## src/rtl/fifo_write_arbiter_if.sv

```systemverilog
// Bundle of requester, FIFO and consumer signals around the shared-FIFO write arbiter.
// The master side drives requests and FIFO status; the slave side is the arbiter.
interface fifo_write_arbiter_if #(
    parameter int NREQ = 4,
    parameter int W    = 32
);
    localparam int SW = (NREQ > 1) ? $clog2(NREQ) : 1;

    logic [NREQ-1:0]        req;
    logic [NREQ-1:0][W-1:0] req_data;
    logic [NREQ-1:0]        gnt;
    logic                   fifo_write_en;
    logic [W-1:0]           fifo_write_data;
    logic [SW-1:0]          fifo_wr_src;
    logic                   fifo_full;
    logic                   fifo_empty;
    logic                   deq_req;
    logic                   fifo_read_en;
    logic                   flush;
    logic                   flush_done;
    logic                   busy;
    logic [15:0]            grant_count;

    modport master (
        output req, req_data, fifo_full, fifo_empty, deq_req, flush,
        input  gnt, fifo_write_en, fifo_write_data, fifo_wr_src,
               fifo_read_en, flush_done, busy, grant_count
    );

    modport slave (
        input  req, req_data, fifo_full, fifo_empty, deq_req, flush,
        output gnt, fifo_write_en, fifo_write_data, fifo_wr_src,
               fifo_read_en, flush_done, busy, grant_count
    );
endinterface

```

## src/rtl/fifo_write_arbiter.sv

```systemverilog
// Round-robin arbiter feeding one shared FIFO from NREQ requesters, with a
// RUN/FLUSH controller that drains the FIFO on request.
module fifo_write_arbiter #(
    parameter int NREQ = 4,
    parameter int W    = 32
) (
    input  logic                clk,
    input  logic                reset,
    fifo_write_arbiter_if.slave bus
);
    localparam int SW = (NREQ > 1) ? $clog2(NREQ) : 1;

    typedef enum logic {
        RUN   = 1'b0,
        FLUSH = 1'b1
    } state_t;

    state_t          r_state;
    logic [SW-1:0]   r_rr_ptr;
    logic [15:0]     r_grant_count;
    logic            r_flush_done;
    logic            r_busy;

    logic            w_can_write;
    logic [NREQ-1:0] w_mask;
    logic [NREQ-1:0] w_req_hi;
    logic [NREQ-1:0] w_gnt;
    logic [SW-1:0]   w_src;
    logic [W-1:0]    w_wdata;
    logic            w_write_en;
    logic            w_read_en;

    function automatic logic [NREQ-1:0] lowest_first(input logic [NREQ-1:0] v);
        logic [NREQ-1:0] onehot;
        onehot = '0;
        for (int i = NREQ - 1; i >= 0; i--) begin
            if (v[i]) begin
                onehot    = '0;
                onehot[i] = 1'b1;
            end
        end
        return onehot;
    endfunction

    function automatic logic [SW-1:0] onehot_index(input logic [NREQ-1:0] v);
        logic [SW-1:0] idx;
        idx = '0;
        for (int i = 0; i < NREQ; i++) begin
            if (v[i]) idx = SW'(i);
        end
        return idx;
    endfunction

    // Requests at or above the pointer win first; otherwise wrap to the lowest index.
    always_comb begin
        w_mask = '0;
        for (int i = 0; i < NREQ; i++) begin
            w_mask[i] = (SW'(i) >= r_rr_ptr);
        end
    end

    assign w_can_write = !reset && (r_state == RUN) && !bus.flush && !bus.fifo_full;
    assign w_req_hi    = bus.req & w_mask;
    assign w_gnt       = !w_can_write ? '0 :
                         (|w_req_hi)  ? lowest_first(w_req_hi) : lowest_first(bus.req);
    assign w_src       = onehot_index(w_gnt);
    assign w_write_en  = |w_gnt;

    always_comb begin
        w_wdata = '0;
        for (int i = 0; i < NREQ; i++) begin
            if (w_gnt[i]) w_wdata = w_wdata | bus.req_data[i];
        end
    end

    // While flushing, the FIFO drains on its own and the consumer request is ignored.
    assign w_read_en = !reset && !bus.fifo_empty && ((r_state == FLUSH) || bus.deq_req);

    always_ff @(posedge clk) begin
        if (reset) begin
            r_state       <= RUN;
            r_rr_ptr      <= '0;
            r_grant_count <= '0;
            r_flush_done  <= 1'b0;
            r_busy        <= 1'b0;
        end else begin
            r_flush_done <= 1'b0;
            if (w_write_en) begin
                r_rr_ptr      <= (w_src == SW'(NREQ - 1)) ? '0 : w_src + SW'(1);
                r_grant_count <= r_grant_count + 16'd1;
            end
            case (r_state)
                RUN: begin
                    if (bus.flush) begin
                        r_state <= FLUSH;
                        r_busy  <= 1'b1;
                    end
                end
                FLUSH: begin
                    if (bus.fifo_empty) begin
                        r_state      <= RUN;
                        r_busy       <= 1'b0;
                        r_flush_done <= 1'b1;
                    end
                end
                default: begin
                    r_state <= RUN;
                    r_busy  <= 1'b0;
                end
            endcase
        end
    end

    assign bus.gnt             = w_gnt;
    assign bus.fifo_write_en   = w_write_en;
    assign bus.fifo_write_data = w_wdata;
    assign bus.fifo_wr_src     = w_src;
    assign bus.fifo_read_en    = w_read_en;
    assign bus.flush_done      = r_flush_done;
    assign bus.busy            = r_busy;
    assign bus.grant_count     = r_grant_count;
endmodule

```

## src/flat_wrapper.sv

```systemverilog
// flat-port wrapper written by rule: the top's interface ports become plain ports
module fifo_write_arbiter_flat 
#(
    parameter int NREQ = 4,
    parameter int W    = 32
)
  (clk, reset, bus_req, bus_req_data, bus_fifo_full, bus_fifo_empty, bus_deq_req, bus_flush, bus_gnt, bus_fifo_write_en, bus_fifo_write_data, bus_fifo_wr_src, bus_fifo_read_en, bus_flush_done, bus_busy, bus_grant_count);
  fifo_write_arbiter_if #(.NREQ(NREQ), .W(W)) bus_i ();
  input  logic clk;
  input  logic reset;
  input wire logic [$bits(bus_i.req)-1:0] bus_req;
  input wire logic [$bits(bus_i.req_data)-1:0] bus_req_data;
  input wire logic [$bits(bus_i.fifo_full)-1:0] bus_fifo_full;
  input wire logic [$bits(bus_i.fifo_empty)-1:0] bus_fifo_empty;
  input wire logic [$bits(bus_i.deq_req)-1:0] bus_deq_req;
  input wire logic [$bits(bus_i.flush)-1:0] bus_flush;
  output wire logic [$bits(bus_i.gnt)-1:0] bus_gnt;
  output wire logic [$bits(bus_i.fifo_write_en)-1:0] bus_fifo_write_en;
  output wire logic [$bits(bus_i.fifo_write_data)-1:0] bus_fifo_write_data;
  output wire logic [$bits(bus_i.fifo_wr_src)-1:0] bus_fifo_wr_src;
  output wire logic [$bits(bus_i.fifo_read_en)-1:0] bus_fifo_read_en;
  output wire logic [$bits(bus_i.flush_done)-1:0] bus_flush_done;
  output wire logic [$bits(bus_i.busy)-1:0] bus_busy;
  output wire logic [$bits(bus_i.grant_count)-1:0] bus_grant_count;
  assign bus_i.req = bus_req;
  assign bus_i.req_data = bus_req_data;
  assign bus_i.fifo_full = bus_fifo_full;
  assign bus_i.fifo_empty = bus_fifo_empty;
  assign bus_i.deq_req = bus_deq_req;
  assign bus_i.flush = bus_flush;
  assign bus_gnt = bus_i.gnt;
  assign bus_fifo_write_en = bus_i.fifo_write_en;
  assign bus_fifo_write_data = bus_i.fifo_write_data;
  assign bus_fifo_wr_src = bus_i.fifo_wr_src;
  assign bus_fifo_read_en = bus_i.fifo_read_en;
  assign bus_flush_done = bus_i.flush_done;
  assign bus_busy = bus_i.busy;
  assign bus_grant_count = bus_i.grant_count;
  fifo_write_arbiter #(.NREQ(NREQ), .W(W)) u_core (.clk(clk), .reset(reset), .bus(bus_i));
endmodule
```

## config.mk

```make
export PLATFORM = sky130hd
export DESIGN_NAME = fifo_write_arbiter_flat
export DESIGN_NICKNAME = d
export VERILOG_FILES = /design/src/rtl/fifo_write_arbiter_if.sv /design/src/rtl/fifo_write_arbiter.sv /design/src/flat_wrapper.sv
export SDC_FILE = /design/constraint.sdc
export NUM_CORES = 1
export LEC_CHECK = 0
export BUFFER_PORTS_ARGS = -buffer_cell sky130_fd_sc_hd__buf_2
export CAP_MARGIN = 15
export CORE_MARGIN = 5
export CORE_UTILIZATION = 35
export DETAILED_ROUTE_END_ITERATION = 7
export GPL_TIMING_DRIVEN = 0
export PLACE_DENSITY = 0.82
export SKIP_LAST_GASP = 1
export SYNTH_ARGS = -nofsm -noshare
export SYNTH_HDL_FRONTEND = slang
export SYNTH_SLANG_ARGS = --single-unit
export TNS_END_PERCENT = 20
```

## constraint.sdc

```tcl
create_clock -name clk -period 2 [get_ports clk]
set_input_delay 0.1 -clock clk [delete_from_list [all_inputs] [get_ports clk]]
set_output_delay 0.1 -clock clk [all_outputs]
set_load 0.01 [all_outputs]
```

After elaboration in Yosys (flattened, before gate mapping). Cells that the tools add are included.

Register bits after elaboration: 21. Bits of input ports: 138. Word-level logic and storage cells: 58.

Add/subtract/negate cells: 2. Bitwise gates (word level): 5. Reduce and logical (&&, ||, !) cells: 14. Multiplexer cells: 25. Equal/unequal tests: 3. Magnitude comparators: 4.

Operators by type and width (count): $mux 32 (4); $or 32x32->32 (3); $mux 4 (10); $add 16x1->16 const B (1); $reduce_or 4->1 (2); $mux 1 (6); $mux 2 (3); $logic_and 1x1->1 (5); $and 4x4->4 (1); $ge 1x2->1 const A (2); $ge 2x2->1 const A (2); $logic_not 1->1 (4); $ne 2x2->1 const B (2); $pmux 1 s2 (2); $add 2x1->2 const B (1); $eq 2x2->1 const B (1); $reduce_and 2->1 (1); $reduce_or 2->1 (1); $logic_or 1x1->1 (1); $not 1->1 (1).

Longest topological paths before layout.
Word-level depth: 15. Depth in mapped cells: 8. Mapped depth without buffers: 6.

Worst setup path after synthesis. No wires, ideal clock.

Kind: register -> register. Start point: register u_core.r_state. End point: register u_core.r_grant_count[13] (netlist: u_core.bus.grant_count[13]). Slack: 0.272 ns. Data required time: 1.872 ns. Setup time: 0.128 ns. Stages on the path, launching flop included: 7. Data arrival time: 1.600 ns. Path through: dfxtp_1 > or4_4 > buf_6 > nor4_4 > nand4_1 > xor2_1 > nor2_1.

Longest elaborated chain between the ends: 6.

RTL lines: start, declared (RTL line fifo_write_arbiter.sv:18) `state_t r_state;`; start signal, assigned (RTL line fifo_write_arbiter.sv:81) `r_state <= RUN;`; start signal, assigned (RTL line fifo_write_arbiter.sv:95) `r_state <= FLUSH;`; start signal, assigned (RTL line fifo_write_arbiter.sv:101) `r_state <= RUN;`; $not 1->1 (RTL line fifo_write_arbiter.sv:62) `assign w_can_write = !reset && (r_state == RUN) && !bus.flush && !bus.fifo_full;`; $logic_and 1x1->1 (3 in series) (RTL line fifo_write_arbiter.sv:62); $mux 4 (RTL line fifo_write_arbiter.sv:64) `assign w_gnt = !w_can_write ? '0 :`; $reduce_or 4->1 (RTL line fifo_write_arbiter.sv:67) `assign w_write_en = |w_gnt;`; end signal, assigned (RTL line fifo_write_arbiter.sv:90) `r_grant_count <= r_grant_count + 16'd1;`; end, declared (RTL line fifo_write_arbiter.sv:20) `logic [15:0] r_grant_count;`.

Every way passes these cells. A chain may end at the register's enable or synchronous reset.

Worst setup path after layout.
Start point: register u_core.r_state. End point: output port bus_fifo_write_data[21].

Longest elaborated chain between the ends: 12.

RTL lines: $not 1->1 * (RTL line fifo_write_arbiter.sv:62); $logic_and 1x1->1 * (3 in series) (RTL line fifo_write_arbiter.sv:62); $mux 4 * (RTL line fifo_write_arbiter.sv:64); $mux 32 (RTL line fifo_write_arbiter.sv:72) `if (w_gnt[i]) w_wdata = w_wdata | bus.req_data[i];`; $or 32x32->32 (RTL line fifo_write_arbiter.sv:72); $mux 32 (RTL line fifo_write_arbiter.sv:72); $or 32x32->32 (RTL line fifo_write_arbiter.sv:72); $mux 32 (RTL line fifo_write_arbiter.sv:72); $or 32x32->32 (RTL line fifo_write_arbiter.sv:72); $mux 32 * (RTL line fifo_write_arbiter.sv:72); end, declared (RTL line flat_wrapper.sv:19) `output wire logic [$bits(bus_i.fifo_write_data)-1:0] bus_fifo_write_data;`.

Mark *: on every way between the ends. The rest lies on a longest branch, timed or not.

==> flow_summary.ini <==
[flow_run]
drv_cap = 0

[routing]
drt_wl_total_um = 8480
viasPerCell = 5.41
vias = 2781
drc = 0
antenna_left = 0
drt_pass1_iterations = 5
wl_per_cell_um = 16.5
drtIter0Drc = 170

[final_layout]
stdcell_area_um2 = 3020
drive_above_1_share_pct = 53.6
fin_util_pct = 59.9
final_nets = 582
synthToLayoutAreaGrowth_pct = 68.6
n_fill_cell = 481

[floorplanning]
die_h_um = 81.5
die-area_um2 = 6650
die_width_um = 81.5
core_um2 = 5040
rows = 26
start_util_pct = 35.5
io_pins = 196

[clock_tree]
cts_max_path_buffers = 2
clock-sinks = 21
clk_pin_slew_ps = 80
h-tree-depth = 1
cts_tree = done
postCtsHoldBufs = 0
cts_buffers = 3
clock_latency_ps = 260
clk_root_buffer_cell = clkbuf_8

[power]
power_uw = 1080
p_leak_uw = 0.00147
powerDensity_nw_per_um2 = 358
irDropWorstVdd_mv = 0.333

[synthesis]
yosys.area.top_type_share_pct = 26.8
syn-instance-count = 241
yosysMostFrequentCell = a22oi_1
synth.yosys.seq_area_share_pct = 23.5
synth_common_cells = a22oi_1 (64), o21ai_0 (28), nor2_1 (27)
syn_avg_cell_area_um2 = 7.43
yosysWarnings = 0
synth-edff-count = 0
synth_area_leaders = a22oi_1 (27%), dfxtp_1 (23%), o21ai_0 (7.8%), xor2_1 (5.9%), nor2_1 (5.7%)
synth_top_cell_by_area = a22oi_1
ys_ff_latch = 21
ys.flop_type = dfxtp_1
netlist_area_um2 = 1790
postSynth.asyncResetShare_pct = 0
yosysUniqueCellTypes = 35
synth_nets = 380

[run_status]
status = finished, final reports clean

[sta]
hold_slack_ps = 111
fmax_ghz = 0.506
slew_headroom_pct = 63.7
hold_viol = 0
period_share_pct = 98.8
fin_tns_setup_ps = 0
skew_ps = 4.63
worstMarginPinSlew_ps = 540
rsz0062_at_grt = yes
period_minus_slack_ps = 1980
setup_viol = 0
slew_viol_final = 0

[global_routing]
grt_overflow = 0
grt_pass1_wl_um = 12300
grt_pass1_vias = 2636
grt_max_degree = 14
grt_usage_pct = 22.9
antenna_found_initial = 2

[place]
gp_congestion = 0.872
place_area_um2 = 2850
dp_hpwl_um = 6910
portBuffers = 194

[critical_path]
crit_path_max_fanout = 10
endpoint_kind = output pin
max_stage_delay_ps = 550
crit_family = simple AND/OR/NAND/NOR gates
cp_slowest_cell = or4_4
crit_type = reg2out
cp_data_required_time_ps = 1900
start_kind = register
crit_chain = or4_4, buf_6, buf_2, o21ai_0, buf_2
crit_top_cell = buf_2
worst-path-buf-inv = 3
arrival_ps = 1880

[worst_hold_path]
hold_path.class = in2reg
-- timing repair --
item / CTS / global route
resized for setup: 25 / 10
cloned: 0 / 0
buffers inserted: 0 / 6
setup endpoints to repair: 36 / 33
hold endpoints to repair: 0 / 0
pin swaps: 1 / 1
-- worst min-delay path, delay by kind of cell --
family | cells | cell delay, ps
and+or+nand+nor | 2 | 140
buffers and inverters | 1 | 100
-- metrics by stage --
stage,std cells,setup slack [ps]
global route,514,-37.5
global placement,505,-235
CTS,506,4.46
finish,514,23.2
detailed placement,505,-282
floorplan,241,272
-- sequential cells by signal, indices dropped and copies added (netlist names) --
register	flops
u_core.bus.busy	1
u_core.r_rr_ptr	2
u_core.bus.grant_count	16
u_core.bus.flush_done	1
u_core.r_state	1
-- layer usage --
layer / wire (um) / GRT usage (%) / up-vias
met5: 0 / 0 / -
met4: 63 / 5.41 / 0
met3: 764 / 6.03 / 4
met2: 4300 / 38.9 / 140
met1: 3350 / 28.7 / 1309
li1: - / - / 1328
-- report_power, final --
group          leakage, uW  switching (uW)  internal (uW)
Combinational      0.00128             173            185
Sequential        0.000171            10.8            426
Clock            0.0000217             145            141
Total              0.00147             329            752
-- area by class of cell --
class                           instances  area [um2]  share of cell area [%]
Multi-Input combinational cell        194        1300                    43.0
Timing Repair Buffer                  200        1020                    33.7
Sequential cell                        21         424                    14.1
Buffer                                 19         121                    4.02
Tap cell                               70        87.6                    2.90
Clock buffer                            3        41.3                    1.37
Inverter                                4        17.5                   0.580
Clock inverter                          1        7.51                   0.249
Antenna cell                            2        5.00                   0.166
-- logic make-up after synthesis --
kind of cell	Yosys count	share of synthesized area, %
buf+inv	26	6.29
fa+ha+maj	1	0.699
flops	21	23.5
xor+xnor	15	7.34
simple gates	66	20.1
compound gates	112	42.1
-- cell usage in the layout (no fill, tap or decap), types with 2 or more instances in the layout --
cell / instances
inv_1: 3
xor2_1: 12
nor2b_1: 3
and2_1: 2
clkbuf_4: 4
o21a_1: 2
buf_2: 196
a22oi_1: 60
nor3_1: 3
clkbuf_8: 3
clkbuf_1: 4
nand2_1: 11
diode_2: 2
o21ai_1: 8
buf_4: 12
nor4_4: 3
dfxtp_2: 3
xnor2_1: 3
nand4_1: 5
o21bai_1: 2
dfxtp_1: 18
a22oi_2: 4
nor2_1: 27
o21ai_0: 26
a21oi_1: 4
o221a_2: 2
nand3_1: 6
clkbuf_2: 2
-- worst paths after layout --
check / start / to / slack (ps) / cells after the start
max: u_core.r_state / bus_fifo_write_data[21] / 20 / 5
min: bus_fifo_empty / u_core.bus.flush_done / 110 / 3
max reg2reg: u_core.r_state / u_core.bus.grant_count[5] / 40 / 6
min reg2reg: u_core.bus.busy / u_core.bus.busy / 520 / 2
No activity file was read; power rests on OpenSTA's default activity.
